## config.mk

```make
export PLATFORM = sky130hd
export DESIGN_NAME = s38584_g2070_state_stage
export DESIGN_NICKNAME = d
export VERILOG_FILES = /design/src/rtl/s38584_pkg.sv /design/src/rtl/s38584_sat_counter.sv /design/src/rtl/s38584_g2070_state_stage.sv
export SDC_FILE = /design/constraint.sdc
export NUM_CORES = 1
export LEC_CHECK = 0
export CORE_MARGIN = 10
export CORE_UTILIZATION = 47
export CTS_CLUSTER_SIZE = 14
export DETAILED_ROUTE_END_ITERATION = 10
export PLACE_DENSITY = 0.79
export RECOVER_POWER = 50
export REMOVE_ABC_BUFFERS = 1
export SYNTH_ARGS = -nofsm -noshare
export SYNTH_HDL_FRONTEND = slang
export SYNTH_SLANG_ARGS = --single-unit
```

## constraint.sdc

```tcl
create_clock -name clk -period 2.49 [get_ports clk]
set_input_delay 0.6225 -clock clk [delete_from_list [all_inputs] [get_ports clk]]
set_output_delay 0.6225 -clock clk [all_outputs]
set_load 0.01 [all_outputs]
```

## src/rtl/s38584_pkg.sv

```systemverilog
// Shared definitions for the s38584 state stages: bit indices, default widths, mode encoding.
package s38584_pkg;

    localparam int unsigned IDX_G2070 = 0;
    localparam int unsigned IDX_G2084 = 1;
    localparam int unsigned DEF_W     = 8;
    localparam int unsigned DEF_CNT_W = 16;

    typedef enum logic [1:0] {
        MODE_HOLD = 2'd0,
        MODE_CAP  = 2'd1,
        MODE_SCAN = 2'd2
    } mode_t;

endpackage

```

## src/rtl/s38584_sat_counter.sv

```systemverilog
// Saturating up-counter with synchronous clear; clear beats increment, never wraps.
module s38584_sat_counter
    import s38584_pkg::*;
#(
    parameter int unsigned CNT_W = DEF_CNT_W
) (
    input  logic             clk,
    input  logic             rst,
    input  logic             inc,
    input  logic             clr,
    output logic [CNT_W-1:0] cnt,
    output logic             sat
);

    logic [CNT_W-1:0] r_cnt;

    always_ff @(posedge clk) begin
        if (rst) begin
            r_cnt <= '0;
        end else if (clr) begin
            r_cnt <= '0;
        end else if (inc && !sat) begin
            r_cnt <= r_cnt + CNT_W'(1);
        end
    end

    assign sat = &r_cnt;
    assign cnt = r_cnt;

endmodule

```

## src/rtl/s38584_g2070_state_stage.sv

```systemverilog
// g2070/g2084 state register bank with functional capture, scan shift and transition counting.
module s38584_g2070_state_stage
    import s38584_pkg::*;
#(
    parameter int unsigned   W       = DEF_W,
    parameter int unsigned   CNT_W   = DEF_CNT_W,
    parameter logic [W-1:0]  RST_VAL = '0
) (
    input  logic             clk,
    input  logic             rst,
    input  logic             en,
    input  logic [W-1:0]     nxt,
    input  logic             scan_en,
    input  logic             scan_in,
    input  logic             cnt_clr,
    output logic [W-1:0]     state,
    output logic             scan_out,
    output logic             toggled,
    output logic [CNT_W-1:0] trans_cnt,
    output logic             cnt_sat
);

    logic [W-1:0] r_state;
    logic         r_toggled;

    mode_t        w_mode;
    logic [W-1:0] w_diff;
    logic [W-1:0] w_state_nxt;
    logic         w_toggled_nxt;
    logic         w_inc;

    // Mode decode and next-state; nxt only matters in capture mode.
    always_comb begin
        w_mode        = MODE_HOLD;
        w_diff        = '0;
        w_state_nxt   = r_state;
        w_toggled_nxt = 1'b0;
        w_inc         = 1'b0;
        if (scan_en) begin
            w_mode = MODE_SCAN;
        end else if (en) begin
            w_mode = MODE_CAP;
        end
        unique case (w_mode)
            MODE_SCAN: begin
                w_state_nxt = {r_state[W-2:0], scan_in};
            end
            MODE_CAP: begin
                w_diff        = nxt ^ r_state;
                w_state_nxt   = nxt;
                w_toggled_nxt = |w_diff;
                w_inc         = |w_diff;
            end
            default: begin
            end
        endcase
    end

    always_ff @(posedge clk) begin
        if (rst) begin
            r_state   <= RST_VAL;
            r_toggled <= 1'b0;
        end else begin
            r_state   <= w_state_nxt;
            r_toggled <= w_toggled_nxt;
        end
    end

    s38584_sat_counter #(
        .CNT_W (CNT_W)
    ) u_cnt (
        .clk (clk),
        .rst (rst),
        .inc (w_inc),
        .clr (cnt_clr),
        .cnt (trans_cnt),
        .sat (cnt_sat)
    );

    assign state    = r_state;
    assign toggled  = r_toggled;
    assign scan_out = r_state[W-1];

endmodule

```

==> results.json <==
{
  "status": "finished, final reports clean",
  "wl_met2_mm": 1.87,
  "drive_gt1_frac": 0.155,
  "fin_crit_ns": 2.40,
  "die_area_um2": 5550,
  "wirelength_mm": 3.67,
  "synthFlopType": "dfxtp_1",
  "track_usage": 0.140,
  "cp_cell_sequence": "ha_2 -> and4_4 -> nand4_4 -> or3_4 -> clkinv_2 -> buf_2",
  "critPathMaxFanout": 2,
  "yosysWarnings": 0,
  "endpoint_kind": "output pin",
  "die_x_um": 74.5,
  "cp.required_ns": 1.87,
  "diodes": 0,
  "gp_congestion": 0.780,
  "rr_endpoint": "u_cnt.cnt[12]",
  "synth-seq-cells": 25,
  "nets": 222,
  "synth_top_area_cell": "dfxtp_1",
  "ys_types": 35,
  "numCtsBuffers": 3,
  "dr.max_layer_used": "met4",
  "cts_tree": "built",
  "finalSetupViolCount": 0,
  "routed_via_density": 5.76,
  "synthTopCellsByCount": "25 x dfxtp_1, 20 x nor2_1, 15 x a21oi_1, 11 x o31ai_1, 11 x or4_1",
  "stdcell_area_um2": 1870,
  "area_growth_syn_to_layout_pct": 33.8,
  "r2r_slack_ns": 0.55,
  "utilization": 0.667,
  "synth_top_cells_by_area": "dfxtp_1 36%, mux2i_1 7.2%, o31ai_1 5.9%, or4_1 5.9%, a21oi_1 5.4%",
  "worstPathArrival_ns": 1.77,
  "vias": 1366,
  "nFillCells": 262,
  "finalPower_uw": 707,
  "maxCapViolations": 0,
  "startpoint": "u_cnt.cnt[0]",
  "startpoint_type": "flip-flop",
  "fp-row-count": 19,
  "yosysMostFrequentCell": "dfxtp_1",
  "portBuffers": 40,
  "vdd_ir_drop_max_mv": 0.213,
  "yosysSeqAreaShare": 0.358,
  "timing.slew.headroom": 0.616,
  "start_util": 0.498,
  "rsz0062_at_grt": "no",
  "clockBufferDepth": 2,
  "grt_pass1_wl_mm": 6.40,
  "clock_latency_ns": 0.31,
  "numClockSinks": 25,
  "synthDominantCellAreaShare": 0.358,
  "finalCritPeriodShare": 0.962,
  "route.met3.wl_um": 242,
  "drt_pass1_iterations": 4,
  "tightest_slew_ns": 0.571,
  "avgSynthCellArea_um2": 8.68,
  "die_h_um": 74.5,
  "cts_hold_buf": 0,
  "ctsRootBufferMaster": "clkbuf_4",
  "grt_pass1_vias": 1379,
  "setup.worst_path.end": "cnt_sat",
  "max_freq_ghz": 0.417,
  "dp_hpwl_mm": 2.85,
  "drt.antenna.violating_nets": 0,
  "skew_ns": 0.00425,
  "rr_startpoint": "u_cnt.cnt[0]",
  "wl_per_cell_um": 15.5,
  "synth-edff-count": 0,
  "htree_num_levels": 1,
  "slowest_delay_ns": 0.42,
  "crit_type": "flip-flop to output pin",
  "rr_worst_depth": 7,
  "io_pins": 41,
  "hold_path_class": "flip-flop to flip-flop",
  "clkSlewWorstSetupHoldPaths_ns": 0.14,
  "core_area_um2": 2810,
  "drc": 0,
  "postPlaceCellArea_um2": 1860,
  "synth_area_um2": 1400,
  "syn_inst": 161,
  "grt_max_degree": 30,
  "overflow": 0,
  "p_leak_uw": 0.000671,
  "async_flop_share": 0,
  "finalMaxSlewViolations": 0,
  "antenna_found_initial": 0,
  "p_per_area_nw_per_um2": 378,
  "slowest_stage": "or3_4",
  "wirelength_met1_mm": 1.54,
  "hold_violations": 0,
  "drt-initial-drc-count": 97
}
## per-stage QoR
step	TNS, ns	hold WS [ns]	worst slack (ns)	instances
global placement	0	0.491	0.0526	232
finish	0	0.518	0.0946	237
global route	0	0.565	0.00347	237
floorplan	-3.03	0.507	-0.257	149
CTS	0	0.524	0.0146	237
detailed placement	-0.0288	0.505	-0.0288	232
## routing by layer
layer  track usage  vias up
met1         0.154      646
met3        0.0439        2
met5             0        -
met2         0.253       38
li1              -      680
met4        0.0378        0
## worst min path at each step
stage,start,endpoint,cells after the start
after global routing,u_cnt.cnt[14],u_cnt.cnt[14],2
after floorplan,u_cnt.cnt[10],u_cnt.cnt[10],2
final,u_cnt.cnt[14],u_cnt.cnt[14],2
after detailed placement,u_cnt.cnt[15],u_cnt.cnt[15],2
after CTS,u_cnt.cnt[15],u_cnt.cnt[15],2
after global placement,u_cnt.cnt[14],u_cnt.cnt[14],2
## cell type report
class / count / area, um^2 / share of cell area
Timing Repair Buffer: 53 / 487 / 0.260
Multi-Input combinational cell: 121 / 803 / 0.429
Clock buffer: 4 / 26.3 / 0.0140
Tap cell: 31 / 38.8 / 0.0207
Inverter: 3 / 12.5 / 0.00669
Sequential cell: 25 / 503 / 0.269
## cell families after synthesis
logic type	after synthesis	share of synthesized area
AO/OA/AOI/OAI	38	0.179
XOR/XNOR	8	0.0501
adder cells (fa/ha/maj)	1	0.00895
multiplexers	10	0.0716
flip-flops	25	0.358
buffers and inverters	15	0.0689
AND/OR/NAND/NOR	64	0.263
## flip-flops by register name (all words and copies together), names as in the netlist
register / flops
toggled: 1
u_cnt.cnt: 16
state: 8
## worst max-delay path, delay by kind of cell, from the launching register on
| family | cells | cell delay [ns] |
|---|---|---|
| AND/OR/NAND/NOR | 3 | 0.75 |
| buffers and inverters | 2 | 0.18 |
| adder cells (fa/ha/maj) | 1 | 0.18 |
| flip-flops | 1 | 0.36 |
## cells in the final DEF, fill, tap and decap left out, types with 3 or more instances in the layout
cell / count
o31ai_1: 11
buf_4: 11
or3_1: 4
mux2i_1: 10
clkdlybuf4s50_1: 24
dlygate4sd3_1: 15
clkbuf_4: 3
nand3_1: 6
nand2_1: 7
xnor2_1: 8
dfxtp_1: 23
a21oi_2: 7
a21oi_1: 15
or4_1: 11
nand4_1: 5
nor2_1: 20
## report_power, final
group	internal (uW)	switching (uW)	leakage (uW)	total, uW
sequential	408	8.60	0.000204	417
clock	62.5	120	0.0000150	182
combinational	56.4	51.8	0.000452	108
## timing repair
action,in CTS,in global routing
resized for setup,6,1
setup buffers,1,0
endpoints found under the setup margin,1,1
pin swaps,2,1
Note: power is estimated with default switching activity, not from simulation.
